$ cat src/rtl/thermal_sensor_scan_scheduler.sv
// Shares one ADC across NUM_CH thermal sensors: periodic or on-demand scans of enabled channels.
// Optional conversion timeout is built when SCHED_TIMEOUT_EN is defined.
module thermal_sensor_scan_scheduler #(
   parameter int CLK_FREQ_HZ    = 1000000,
   parameter int SCAN_RATE_HZ   = 2,
   parameter int NUM_CH         = 4,
   parameter int ADC_WIDTH      = 10,
   parameter int SETTLE_CYCLES  = 8,
   parameter int TIMEOUT_CYCLES = 256,
   localparam int CH_W          = $clog2(NUM_CH)
) (
   input  logic                 i_clk,
   input  logic                 i_rst,
   input  logic [NUM_CH-1:0]    i_ch_enable,
   input  logic                 i_scan_trigger,
   input  logic                 i_adc_done,
   input  logic [ADC_WIDTH-1:0] i_adc_data,
   input  logic                 i_err_clear,
   output logic [CH_W-1:0]      o_mux_sel,
   output logic                 o_adc_start,
   output logic [ADC_WIDTH-1:0] o_out_value,
   output logic [CH_W-1:0]      o_out_channel,
   output logic                 o_out_valid,
   output logic                 o_scan_done,
   output logic                 o_busy,
   output logic                 o_timeout_err,
   output logic [CH_W-1:0]      o_err_channel
);

   localparam int SCAN_PERIOD = CLK_FREQ_HZ / SCAN_RATE_HZ;
   localparam int PER_W       = $clog2(SCAN_PERIOD);
   localparam int SET_W       = $clog2(SETTLE_CYCLES + 1);

   typedef enum logic [2:0] {S_IDLE, S_SETTLE, S_START, S_WAIT, S_NEXT} state_t;

   state_t                 r_state, w_state_nxt;
   logic [PER_W-1:0]       r_period_cnt;
   logic                   r_pending;
   logic [NUM_CH-1:0]      r_scan_mask;
   logic [CH_W-1:0]        r_mux_sel;
   logic [SET_W-1:0]       r_settle_cnt;
   logic [ADC_WIDTH-1:0]   r_out_value;
   logic [CH_W-1:0]        r_out_channel;
   logic                   r_out_valid;

   logic                   w_tick, w_request, w_timeout;
   logic                   w_first_found, w_nxt_found;
   logic [CH_W-1:0]        w_first_ch, w_nxt_ch;
   logic                   w_start_scan, w_capture, w_advance, w_scan_done;

   assign w_tick    = (r_period_cnt == PER_W'(SCAN_PERIOD - 1));
   assign w_request = w_tick | i_scan_trigger | r_pending;

   always_ff @(posedge i_clk) begin
      if (i_rst || w_tick) r_period_cnt <= '0;
      else                 r_period_cnt <= r_period_cnt + 1'b1;
   end

   // Lowest enabled channel for a new scan; lowest masked channel above the current one.
   always_comb begin
      w_first_found = 1'b0;
      w_first_ch    = '0;
      w_nxt_found   = 1'b0;
      w_nxt_ch      = '0;
      for (int i = NUM_CH - 1; i >= 0; i--) begin
         if (i_ch_enable[i]) begin
            w_first_found = 1'b1;
            w_first_ch    = CH_W'(i);
         end
         if (r_scan_mask[i] && (CH_W'(i) > r_mux_sel)) begin
            w_nxt_found = 1'b1;
            w_nxt_ch    = CH_W'(i);
         end
      end
   end

`ifdef SCHED_TIMEOUT_EN
   localparam int TMO_W = $clog2(TIMEOUT_CYCLES + 1);
   logic [TMO_W-1:0] r_wait_cnt;
   logic             r_timeout_err;
   logic [CH_W-1:0]  r_err_channel;

   assign w_timeout = (r_state == S_WAIT) && !i_adc_done &&
                      (r_wait_cnt == TMO_W'(TIMEOUT_CYCLES - 1));

   // A timeout in the same cycle as err_clear keeps the flag set.
   always_ff @(posedge i_clk) begin
      if (i_rst) begin
         r_wait_cnt    <= '0;
         r_timeout_err <= 1'b0;
         r_err_channel <= '0;
      end else begin
         r_wait_cnt <= (r_state == S_WAIT) ? r_wait_cnt + 1'b1 : '0;
         if (w_timeout) begin
            r_timeout_err <= 1'b1;
            r_err_channel <= r_mux_sel;
         end else if (i_err_clear) begin
            r_timeout_err <= 1'b0;
         end
      end
   end

   assign o_timeout_err = r_timeout_err;
   assign o_err_channel = r_err_channel;
`else
   localparam int unused_tmo_cycles = TIMEOUT_CYCLES;
   logic w_unused_err_clear;
   assign w_unused_err_clear = i_err_clear;
   assign w_timeout          = 1'b0;
   assign o_timeout_err      = 1'b0;
   assign o_err_channel      = '0;
`endif

   always_ff @(posedge i_clk) begin
      if (i_rst) r_state <= S_IDLE;
      else       r_state <= w_state_nxt;
   end

   always_comb begin
      w_state_nxt  = r_state;
      w_start_scan = 1'b0;
      w_capture    = 1'b0;
      w_advance    = 1'b0;
      w_scan_done  = 1'b0;
      case (r_state)
         S_IDLE: begin
            if (w_request && w_first_found) begin
               w_start_scan = 1'b1;
               w_state_nxt  = S_SETTLE;
            end
         end
         S_SETTLE: begin
            if (r_settle_cnt == SET_W'(SETTLE_CYCLES)) w_state_nxt = S_START;
         end
         S_START: w_state_nxt = S_WAIT;
         S_WAIT: begin
            if (i_adc_done) begin
               w_capture   = 1'b1;
               w_state_nxt = S_NEXT;
            end else if (w_timeout) begin
               w_state_nxt = S_NEXT;
            end
         end
         S_NEXT: begin
            if (w_nxt_found) begin
               w_advance   = 1'b1;
               w_state_nxt = S_SETTLE;
            end else begin
               w_scan_done = 1'b1;
               w_state_nxt = S_IDLE;
            end
         end
         default: w_state_nxt = S_IDLE;
      endcase
   end

   // Requests arriving mid-scan coalesce into one pending rescan; IDLE always consumes it.
   always_ff @(posedge i_clk) begin
      if (i_rst) begin
         r_pending     <= 1'b0;
         r_scan_mask   <= '0;
         r_mux_sel     <= '0;
         r_settle_cnt  <= '0;
         r_out_value   <= '0;
         r_out_channel <= '0;
         r_out_valid   <= 1'b0;
      end else begin
         if (r_state == S_IDLE)              r_pending <= 1'b0;
         else if (w_tick || i_scan_trigger)  r_pending <= 1'b1;

         if (w_start_scan) begin
            r_scan_mask <= i_ch_enable;
            r_mux_sel   <= w_first_ch;
         end else if (w_advance) begin
            r_mux_sel   <= w_nxt_ch;
         end

         r_settle_cnt <= (r_state == S_SETTLE) ? r_settle_cnt + 1'b1 : '0;
         r_out_valid  <= w_capture;
         if (w_capture) begin
            r_out_value   <= i_adc_data;
            r_out_channel <= r_mux_sel;
         end
      end
   end

   assign o_mux_sel     = r_mux_sel;
   assign o_adc_start   = (r_state == S_START);
   assign o_out_value   = r_out_value;
   assign o_out_channel = r_out_channel;
   assign o_out_valid   = r_out_valid;
   assign o_scan_done   = w_scan_done;
   assign o_busy        = (r_state != S_IDLE);

endmodule

$ cat config.mk
export PLATFORM = sky130hd
export DESIGN_NAME = thermal_sensor_scan_scheduler
export DESIGN_NICKNAME = d
export VERILOG_FILES = /design/src/rtl/thermal_sensor_scan_scheduler.sv
export SDC_FILE = /design/constraint.sdc
export NUM_CORES = 1
export LEC_CHECK = 0
export CORE_MARGIN = 2
export CORE_UTILIZATION = 50
export CTS_CLUSTER_DIAMETER = 200
export DETAILED_ROUTE_END_ITERATION = 16
export PLACE_DENSITY_LB_ADDON = 0.05
export SETUP_SLACK_MARGIN = 0.15
export SYNTH_ARGS = -nofsm -noshare
export SYNTH_HDL_FRONTEND = slang
export SYNTH_SLANG_ARGS = --single-unit
export TNS_END_PERCENT = 5
$ cat constraint.sdc
create_clock -name i_clk -period 4.45 [get_ports i_clk]
set_input_delay 0.445 -clock i_clk [delete_from_list [all_inputs] [get_ports i_clk]]
set_output_delay 0.445 -clock i_clk [all_outputs]
set_load 0.1 [all_outputs]
== After elaboration in Yosys (flattened, before gate mapping) ==
Cells that the tools add are included.

* $add $sub $neg: 2
* Order comparisons: 4
* Equality and inequality tests: 9
* Mux-type cells: 31
* Bitwise logic cells: 3
* Reductions and logical operators: 13

{| class="wikitable"
|+ Operators with widths
! cell !! number
|-
| $mux W2 || 10
|-
| $add A19 B1 Y19 const B || 1
|-
| $eq A19 B19 Y1 const B || 1
|-
| $mux W1 || 17
|-
| $pmux W3 S5 || 1
|-
| $mux W3 || 3
|-
| $eq A3 B2 Y1 const B || 2
|-
| $ne A2 B2 Y1 const B || 3
|-
| $logic_and A1 B1 Y1 || 5
|-
| $add A4 B1 Y4 const B || 1
|-
| $eq A4 B4 Y1 const B || 1
|-
| $gt A1 B2 Y1 const A || 2
|-
| $gt A2 B2 Y1 const A || 2
|-
| $reduce_or A2 Y1 || 2
|-
| $eq A3 B1 Y1 const B || 1
|-
| $eq A3 B3 Y1 const B || 1
|-
| $logic_not A3 Y1 || 1
|-
| $reduce_and A3 Y1 || 1
|-
| $reduce_bool A3 Y1 || 1
|-
| $logic_or A1 B1 Y1 || 2
|-
| $or A1 B1 Y1 || 2
|-
| $reduce_bool A2 Y1 || 1
|-
| $not A1 Y1 || 1
|}

* Bits in registers: 46
* Input bits: 19
* Output and inout port bits: 21
* Logic and storage cells: 71

== Depth between registers and ports, before layout ==
Gate-level depths: netlist of the first run.

* Word-level depth: 10
* Depth in mapped cells: 7
* Depth with buffers taken out: 7

== Least setup slack after synthesis of the first run ==
OpenSTA, ideal clock, no wires.

* Path kind: register -> output
* Start: register r_mux_sel[0] (netlist: o_mux_sel[0])
* End: output o_scan_done
* Arrival: 2.764 ns
* Required time: 4.005 ns
* Path slack: 1.241 ns
* Stages on the path, launching flop included: 6
* Buffers on the path: 1
* Cells stage by stage: dfxtp_1 -> clkbuf_1 -> nor2b_1 -> nor2_1 -> o2bb2ai_1 -> nor2_1

* Longest elaborated chain between the ends: 8
* Elaborated cells on any way between the ends: 14
* Those cells by class: order compare: 4; mux: 6; reduce/logical: 4

{| class="wikitable"
|+ RTL lines
! element !! line !! source
|-
| start: declaration || 40 || <nowiki>logic [CH_W-1:0] r_mux_sel;</nowiki>
|-
| start signal: assignment || 173 || <nowiki>r_mux_sel <= w_first_ch;</nowiki>
|-
| start signal: assignment || 175 || <nowiki>r_mux_sel <= w_nxt_ch;</nowiki>
|-
| $gt A2 B2 Y1 || 70 || <nowiki>if (r_scan_mask[i] && (CH_W'(i) > r_mux_sel)) begin</nowiki>
|-
| $logic_and A1 B1 Y1 || 70 ||
|-
| $mux W1 (3 in series) || 70 ||
|-
| $mux W1 (*) || 70 ||
|-
| $mux W1 (*) || 145 || <nowiki>if (w_nxt_found) begin</nowiki>
|-
| $mux W1 (*) || 125 || <nowiki>case (r_state)</nowiki>
|-
| end: declaration || 24 || <nowiki>output logic o_scan_done,</nowiki>
|}

Mark *: on every way between the ends. The rest lies on a longest branch, timed or not.

== Final worst setup path of the first run ==
Ends and elaborated chain as after synthesis.

==> flow_metrics.env, run 1 <==
export IMPL_status="finished, final reports clean"
export IMPL_grt_first_pass_wirelength_um=6410
export IMPL_die_y_um=69.0
export IMPL_synthDistinctLibCells=45
export IMPL_post_cts_buffers=0
export IMPL_p_leak_uw=0.000886
export IMPL_grt_pass1_vias=1505
export IMPL_hold_violations=0
export IMPL_path_max_fanout=9
export IMPL_synthTopCellsByArea="dfxtp_1, nor2_1, nand2_1"
export IMPL_tritoncts="done"
export IMPL_die_w_um=69.0
export IMPL_insertion_delay_ps=300
export IMPL_drc=0
export IMPL_fp_row_count=23
export IMPL_yosysMostFrequentCell="dfxtp_1"
export IMPL_ios=40
export IMPL_cp_required_ps=4010
export IMPL_yosysTopAreaCell="dfxtp_1"
export IMPL_worstPathArrival_ps=2370
export IMPL_setup_ws_ps=1630
export IMPL_total_power_uw=882
export IMPL_tns_ps=0
export IMPL_maxSlewViolCount=0
export IMPL_vias=1658
export IMPL_pre_cts_slack_ps=1910
export IMPL_grt_max_degree=32
export IMPL_antenna_left=0
export IMPL_area_growth_pct=19.6
export IMPL_synth_ff_type="dfxtp_1"
export IMPL_yosysSeqAreaShare_pct=42.6
export IMPL_die_area_um2=4770
export IMPL_cts_resized=0
export IMPL_fin_crit_sh_pct=63.3
export IMPL_setup_viol=0
export IMPL_routed_wl_um=3760
export IMPL_end_kind="output port"
export IMPL_mappedNetlistArea_um2=2110
export IMPL_grt_total_usage_pct=16.2
export IMPL_final_setup_skew_ps=7.78
export IMPL_avgSynthCellArea_um2=8.70
export IMPL_drt_iter0_markers=73
export IMPL_nets=295
export IMPL_syn_instance_count=243
export IMPL_dr_pass1_iters=4
export IMPL_worstSetupStartpointType="register"
export IMPL_nFillCells=360
export IMPL_p_per_area_nw_per_um2=349
export IMPL_core_area_um2=4030
export IMPL_synth_edf_count=0
export IMPL_yosys_top_cells_count="dfxtp_1, nor2_1, nand2_1"
export IMPL_clockRootBuffer="clkbuf_8"
export IMPL_postCtsHoldBufs=0
export IMPL_cts_inserted_buffers=5
export IMPL_grt_overflow=0
export IMPL_initial_core_util_pct=52.5
export IMPL_clockBufferDepth=2
export IMPL_cap_violations=0
export IMPL_place_inst=316
export IMPL_antenna_found_initial=0
export IMPL_ir_drop_mv=0.247
export IMPL_antenna_cells=0
export IMPL_via_per_inst=5.12
export IMPL_ys_seq_elements=45
export IMPL_finalWeightedCongestion=0.815
export IMPL_fin_crit_ps=2820
export IMPL_r2r_cells=6
export IMPL_tightest_slew_ps=1050
export IMPL_clk_pin_slew_worst_paths_ps=80
export IMPL_layout_drive_gt1_share_pct=8.39
export IMPL_final_cells=324
export IMPL_wl_per_cell_um=11.6
export IMPL_slew_headroom_pct=30.0
export IMPL_cts_sinks=45
export IMPL_async_reset_ff_share_pct=0
export IMPL_ys_warn_count=0
export IMPL_dp_hpwl_um=2620
export IMPL_rsz0062_at_grt="no"
export IMPL_hp_class="register to register"
export IMPL_port_buffers=35
export IMPL_ctsHtreeMaxLevel=2
export IMPL_path_class="register to output port"
export IMPL_synth_top_area_share_pct=42.6
export IMPL_fmax_mhz=355
export IMPL_worstHoldPathCells=2
## worst paths after layout
kind,startpoint,to,slack [ps]
min,o_out_channel[0]$_SDFFE_PP0P_,o_out_channel[0]$_SDFFE_PP0P_,460
max reg2reg,r_period_cnt[0]$_SDFF_PP0_,o_mux_sel[0]$_SDFFE_PP0P_,2760
min reg2reg,o_out_channel[0]$_SDFFE_PP0P_,o_out_channel[0]$_SDFFE_PP0P_,460
max,o_mux_sel[0]$_SDFFE_PP0P_,o_scan_done,1630
## power by group
group | switching, uW | total (uW) | internal, uW
sequential | 21.7 | 441 | 419
combinational | 126 | 187 | 60.6
clock | 143 | 254 | 111
total | 291 | 882 | 591
## critical path, cell delays in order (launching register included)
cell             delay (ps)
dfxtp_1                 470
nor2b_1                 140
nor2_1                  110
o2bb2ai_1               100
nor2_1                  120
clkdlybuf4s50_1        1140
## metal layers
| metal | global-route usage, % | wire (um) | part of all wire (%) | vias up |
|---|---|---|---|---|
| li1 | - | - | - | 871 |
| met1 | 20.1 | 1830 | 49 | 752 |
| met2 | 26.8 | 1730 | 46 | 28 |
| met3 | 3.80 | 132 | 3.5 | 7 |
| met5 | 0 | 0 | 0 | - |
| met4 | 7.19 | 68 | 1.8 | 0 |
## placed cells by master, fill, tap and decap left out, types with 3 or more instances in the layout
cell,Yosys,routed
xor2_1,12,12
dfxtp_1,45,45
nand4_1,3,3
clkdlybuf4s50_1,0,35
nand2b_1,3,3
inv_1,9,9
nand2_1,34,34
nand3_1,8,8
nand4b_1,5,5
ha_1,3,3
clkbuf_8,1,5
nor3b_1,3,3
o21ai_0,5,5
nor2_1,37,37
xnor2_1,7,7
and3_2,3,3
conb_1,1,3
a21oi_1,19,19
## flip-flops by register name, summed over array words and instances (netlist names)
register and count:
r_scan_mask 3, o_mux_sel 2, o_out_value 10, r_settle_cnt 4, o_out_channel 2, r_pending 1
r_state 3, r_period_cnt 19, o_out_valid 1
## layout make-up
class	count	area [um^2]	share of cell area (%)
inverters	9	33.8	1.34
multi-input cells	177	1090	43.1
well taps	50	62.6	2.47
clock buffers	5	68.8	2.72
flip-flops and latches	45	901	35.6
repair buffers	35	350	13.9
clock inverters	3	21.3	0.841
## through the flow
step | instance area (um^2) | util (%) | hold slack (ps)
after floorplan | 2120 | - | 429
after CTS | 2530 | 62.8 | 458
final | 2530 | 62.8 | 455
after global placement | 2440 | 60.5 | 441
after detailed placement | 2440 | 60.5 | 446
after global routing | 2530 | 62.8 | 473
## logic make-up after synthesis
kind of cell	Yosys count	share of synthesized area [%]
compound gates	36	11.2
xor+xnor	19	7.87
fa+ha+maj	3	1.78
buf+inv	23	6.15
flops	45	42.6
mux	1	0.473
other cells	1	0.177
simple gates	115	29.8
(Power assumes the default switching activity.)
==> run 2, diff against run 1 <==
==> constraint.sdc (replaced) <==
create_clock -name i_clk -period 2.9 [get_ports i_clk]
set_input_delay 0.29 -clock i_clk [delete_from_list [all_inputs] [get_ports i_clk]]
set_output_delay 0.29 -clock i_clk [all_outputs]
set_load 0.1 [all_outputs]
==> run 2 against run 1 <==
Sequential power rose by 54%; sequential cell count unchanged; worst setup slack worse by 610 ps; final area fell by 0.54%; critical path depth did not move; critical path type unchanged.
==> flow_metrics.env, run 2 (same netlist as run 1, synthesis figures left out) <==
export IMPL_antenna_found_initial=0
export IMPL_vias=1654
export IMPL_setup_viol=0
export IMPL_max_stage_delay_ps=400
export IMPL_hold_violations=0
export IMPL_ios=40
export IMPL_cap_violations=0
export IMPL_end_kind="output port"
export IMPL_p_int_uw=991
export IMPL_clkPwrFrac_pct=32.6
export IMPL_grt_first_pass_wirelength_um=6690
export IMPL_initial_core_util_pct=52.5
export IMPL_wl_per_cell_um=11.8
export IMPL_routed_wl_um=3850
export IMPL_grt_max_degree=25
export IMPL_crit_chain="nor2b_1 > nor2_1 > o2bb2ai_1 > nor2_2 > buf_4"
export IMPL_crit_start="o_mux_sel[0]$_SDFFE_PP0P_"
export IMPL_holdCritStartpoint="o_out_value[9]$_SDFFE_PP0P_"
export IMPL_drc=0
export IMPL_fin_crit_sh_pct=64.7
export IMPL_drt_iter0_markers=109
export IMPL_status="finished, final reports clean"
export IMPL_rsz0062_at_grt="no"
export IMPL_r2r_start="r_period_cnt[0]$_SDFF_PP0_"
export IMPL_path_max_fanout=9
export IMPL_regMostFlops="r_period_cnt"
export IMPL_nFillCells=374
export IMPL_postCtsHoldBufs=0
export IMPL_final_cells=325
export IMPL_tritoncts="done"
export IMPL_area_growth_pct=18.9
export IMPL_nets=296
export IMPL_p_leak_uw=0.000936
export IMPL_fin_crit_ps=1880
export IMPL_ctsHtreeMaxLevel=2
export IMPL_switching_power_uw=434
export IMPL_die_area_um2=4770
export IMPL_grt_total_usage_pct=16.8
export IMPL_fp_row_count=23
export IMPL_layout_commonest_cell="dfxtp_1"
export IMPL_worstPathArrival_ps=1590
export IMPL_cts_sinks=45
export IMPL_antenna_left=0
export IMPL_finalWeightedCongestion=0.816
export IMPL_cpMaxStageDelayCell="dfxtp_1"
export IMPL_clk_pin_slew_worst_paths_ps=80
export IMPL_post_cts_buffers=0
export IMPL_insertion_delay_ps=300
export IMPL_dr_pass1_iters=4
export IMPL_hp_class="register to register"
export IMPL_critPathBufInv=1
export IMPL_total_power_uw=1420
export IMPL_dp_hpwl_um=2760
export IMPL_core_area_um2=4030
export IMPL_p_per_area_nw_per_um2=567
export IMPL_worstSetupStartpointType="register"
export IMPL_maxSlewViolCount=0
export IMPL_clockBufferDepth=2
export IMPL_layout_drive_gt1_share_pct=15.3
export IMPL_via_per_inst=5.09
export IMPL_antenna_cells=0
export IMPL_tightest_slew_ps=632
export IMPL_cts_inserted_buffers=5
export IMPL_die_y_um=69.0
export IMPL_fmax_mhz=533
export IMPL_switching_share_pct=30.5
export IMPL_comb_power_share_pct=19.9
export IMPL_die_w_um=69.0
export IMPL_path_class="register to output port"
export IMPL_port_buffers=35
export IMPL_final_setup_skew_ps=9.01
export IMPL_hold_ws_ps=458
export IMPL_largest_reg_flops=19
export IMPL_clockRootBuffer="clkbuf_8"
export IMPL_cp_required_ps=2610
export IMPL_ir_drop_mv=0.414
export IMPL_cts_resized=0
export IMPL_seqPwrFrac_pct=47.5
export IMPL_r2r_slack_ps=1220
export IMPL_grt_overflow=0
export IMPL_grt_pass1_vias=1538
export IMPL_slew_headroom_pct=57.7
export IMPL_place_inst=317
export IMPL_cp_top_family="simple AND/OR/NAND/NOR gates"
export IMPL_final_cell_mix="dfxtp_1, nor2_1, nand2_1, a21oi_1, buf_4"
-- run 2: final cells by class --
type	instances	area [um^2]	area share, %
inverters	9	33.8	1.34
multi-input cells	177	1090	43.5
clock inverters	2	38.8	1.54
repair buffers	36	313	12.4
flip-flops and latches	45	901	35.8
clock buffers	6	72.6	2.89
well taps	50	62.6	2.49
-- run 2: per-layer routing --
metal	wire length (um)	global-route usage [%]	vias up	part of all wire (%)
met2	1680	27.6	34	44
met5	0	0	-	0
met1	1940	21.7	741	50
met3	192	4.09	5	5.0
li1	-	-	874	-
met4	37	5.23	0	0.96
-- run 2: through the flow --
step	utilization [%]	setup WS (ps)	cell area [um^2]	setup TNS (ps)
global placement	59.7	1120	2400	0
finish	62.4	1020	2510	0
CTS	62.4	1040	2510	0
global route	62.4	908	2510	0
floorplan	-	-75.8	2120	-75.8
detailed placement	59.7	1130	2400	0
-- run 2: power groups by stage --
stage	sequential (uW)	clock (uW)	combinational [uW]
floorplan	715	0	201
global placement	690	0	285
detailed placement	691	0	284
CTS	676	475	285
global route	683	496	306
finish	677	464	283
-- run 2: path summary, 6_finish.rpt --
path              cells past startpoint                     endpoint
setup / recovery                      5                  o_scan_done
hold / removal                        2  o_out_value[9]$_SDFFE_PP0P_
setup reg to reg                      6    o_mux_sel[0]$_SDFFE_PP0P_
hold reg to reg                       2  o_out_value[9]$_SDFFE_PP0P_
-- run 2: worst min-delay path, delay by kind of cell (launching register included) --
kind	cells	cell delay, ps
flops	1	320
simple gates	1	50
compound gates	1	50
==> run 3, diff against run 2 <==
==> constraint.sdc (replaced) <==
create_clock -name i_clk -period 1.84 [get_ports i_clk]
set_input_delay 0.184 -clock i_clk [delete_from_list [all_inputs] [get_ports i_clk]]
set_output_delay 0.184 -clock i_clk [all_outputs]
set_load 0.1 [all_outputs]
==> run 3 against run 2 <==
First-iteration DRC count is 48% lower; final area is 3.5% higher; sequential share of layout area is 1.0 points lower; worst setup slack worse by 800 ps; final cell count is 1.8% higher; via count is 3.0% higher; critical path type is now register to register; critical endpoint is now o_mux_sel[0]$_SDFFE_PP0P_; largest cell class unchanged.
==> flow_metrics.env, run 3 (same netlist as run 1, synthesis figures left out) <==
export IMPL_status="finished, final reports clean"
export IMPL_final_cells=331
export IMPL_p_per_area_nw_per_um2=844
export IMPL_via_per_inst=5.15
export IMPL_grt_total_usage_pct=18.7
export IMPL_core_area_um2=4030
export IMPL_cp_top_family="simple AND/OR/NAND/NOR gates"
export IMPL_fin_crit_sh_pct=88.0
export IMPL_switching_power_uw=726
export IMPL_tritoncts="done"
export IMPL_die_y_um=69.0
export IMPL_cp_required_ps=2070
export IMPL_critical_path_depth=6
export IMPL_area_growth_pct=23.1
export IMPL_cap_violations=0
export IMPL_die_w_um=69.0
export IMPL_clkPwrFrac_pct=27.6
export IMPL_path_max_fanout=5
export IMPL_cts_inserted_buffers=5
export IMPL_clockBufferDepth=2
export IMPL_path_class="register to register"
export IMPL_layout_drive_gt1_share_pct=19.9
export IMPL_routed_wl_um=4120
export IMPL_r2r_end="o_mux_sel[0]$_SDFFE_PP0P_"
export IMPL_port_buffers=35
export IMPL_nets=302
export IMPL_ctsHtreeMaxLevel=2
export IMPL_nFillCells=374
export IMPL_end_kind="register"
export IMPL_worstHoldPathCells=3
export IMPL_critPathBufInv=0
export IMPL_grt_overflow=0
export IMPL_pre_cts_slack_ps=200
export IMPL_cts_sinks=45
export IMPL_comb_power_share_pct=23.5
export IMPL_antenna_left=0
export IMPL_hold_violations=0
export IMPL_layout_commonest_cell="dfxtp_1"
export IMPL_insertion_delay_ps=300
export IMPL_seqPwrFrac_pct=48.9
export IMPL_wl_per_cell_um=12.4
export IMPL_total_power_uw=2200
export IMPL_antenna_cells=0
export IMPL_p_int_uw=1470
export IMPL_ios=40
export IMPL_max_stage_delay_ps=390
export IMPL_die_area_um2=4770
export IMPL_worstSetupStartpointType="register"
export IMPL_dp_hpwl_um=2850
export IMPL_final_setup_skew_ps=10.4
export IMPL_clk_pin_slew_worst_paths_ps=90
export IMPL_fmax_mhz=618
export IMPL_r2r_cells=6
export IMPL_fp_row_count=23
export IMPL_r2r_slack_ps=220
export IMPL_grt_first_pass_wirelength_um=7420
export IMPL_drt_iter0_markers=57
export IMPL_regMostFlops="r_period_cnt"
export IMPL_initial_core_util_pct=52.5
export IMPL_ir_drop_mv=0.533
export IMPL_worstPathArrival_ps=1850
export IMPL_largest_reg_flops=19
export IMPL_drc=0
export IMPL_fin_crit_ps=1620
export IMPL_setup_ws_ps=222
export IMPL_r2r_start="r_period_cnt[0]$_SDFF_PP0_"
export IMPL_antenna_found_initial=0
export IMPL_rsz0062_at_grt="yes"
export IMPL_finalWeightedCongestion=0.817
export IMPL_switching_share_pct=33.0
export IMPL_maxSlewViolCount=0
export IMPL_holdCritStartpoint="i_adc_data[1]"
export IMPL_dr_pass1_iters=4
export IMPL_crit_chain="ha_2 > and3_2 > nand3_2 > o21ai_4 > and2_4 > mux2i_1"
export IMPL_setup_viol=0
export IMPL_clockRootBuffer="clkbuf_8"
export IMPL_cpMaxStageDelayCell="dfxtp_1"
export IMPL_grt_max_degree=31
export IMPL_grt_pass1_vias=1652
export IMPL_p_leak_uw=0.000976
export IMPL_place_inst=321
export IMPL_holdPathEnd="o_out_value[1]$_SDFFE_PP0P_"
export IMPL_vias=1703
export IMPL_hp_class="input port to register"
export IMPL_final_cell_mix="dfxtp_1, nor2_1, nand2_1, buf_4, a21oi_1"
export IMPL_hold_ws_ps=430
## run 3: worst max path at each step
stage	startpoint	to
4_1_cts	r_period_cnt[0]$_SDFF_PP0_	o_mux_sel[0]$_SDFFE_PP0P_
5_1_grt	r_period_cnt[0]$_SDFF_PP0_	o_mux_sel[0]$_SDFFE_PP0P_
6_report	r_period_cnt[0]$_SDFF_PP0_	o_mux_sel[0]$_SDFFE_PP0P_
3_3_place_gp	r_period_cnt[0]$_SDFF_PP0_	o_mux_sel[0]$_SDFFE_PP0P_
2_1_floorplan	r_state[0]$_SDFFE_PP0P_	o_mux_sel[0]$_SDFFE_PP0P_
3_5_place_dp	r_period_cnt[0]$_SDFF_PP0_	o_mux_sel[0]$_SDFFE_PP0P_
## run 3: layout make-up
type                    count  area (um^2)  share of cell area (%)
flip-flops and latches     45          906                    34.8
clock inverters             3         16.3                   0.625
inverters                   9         33.8                    1.30
clock buffers               5         68.8                    2.64
multi-input cells         177         1120                    43.0
well taps                  50         62.6                    2.40
repair buffers             42          395                    15.2
## run 3: through the flow
stage,area [um^2],setup TNS (ps),utilization (%)
final,2600,0,64.6
after global routing,2600,0,64.6
after CTS,2570,0,63.8
after detailed placement,2490,0,61.7
after global placement,2490,0,61.7
after floorplan,2140,-56.2,-
## run 3: repair_timing
item | CTS | global route
hold buffers | 0 | 0
gates resized for setup | 0 | 4
endpoints found under the setup margin | 0 | 22
setup buffers | 0 | 2
## run 3: metal layers
metal / vias to the layer above / global-route usage [%] / share of wire [%]
met5: - / 0 / 0
met4: 0 / 6.54 / 1.7
met3: 5 / 4.97 / 4.8
met2: 35 / 30.4 / 46
met1: 781 / 24.1 / 48
li1: 882 / - / -
## run 3: worst reg2reg max path: cells and delay by family, from the launching register on
family                   cells  cell delay, ps
adder cells (fa/ha/maj)      1             220
AND/OR/NAND/NOR              3             560
flip-flops                   1             390
AO/OA/AOI/OAI                1             220
multiplexers                 1             160
## run 3: power groups by stage
stage / Combinational (uW) / Clock, uW / Sequential [uW]
2_1_floorplan: 321 / 0 / 1130
3_3_place_gp: 503 / 0 / 1090
3_5_place_dp: 505 / 0 / 1090
4_1_cts: 507 / 623 / 1070
5_1_grt: 553 / 651 / 1080
6_report: 515 / 606 / 1080
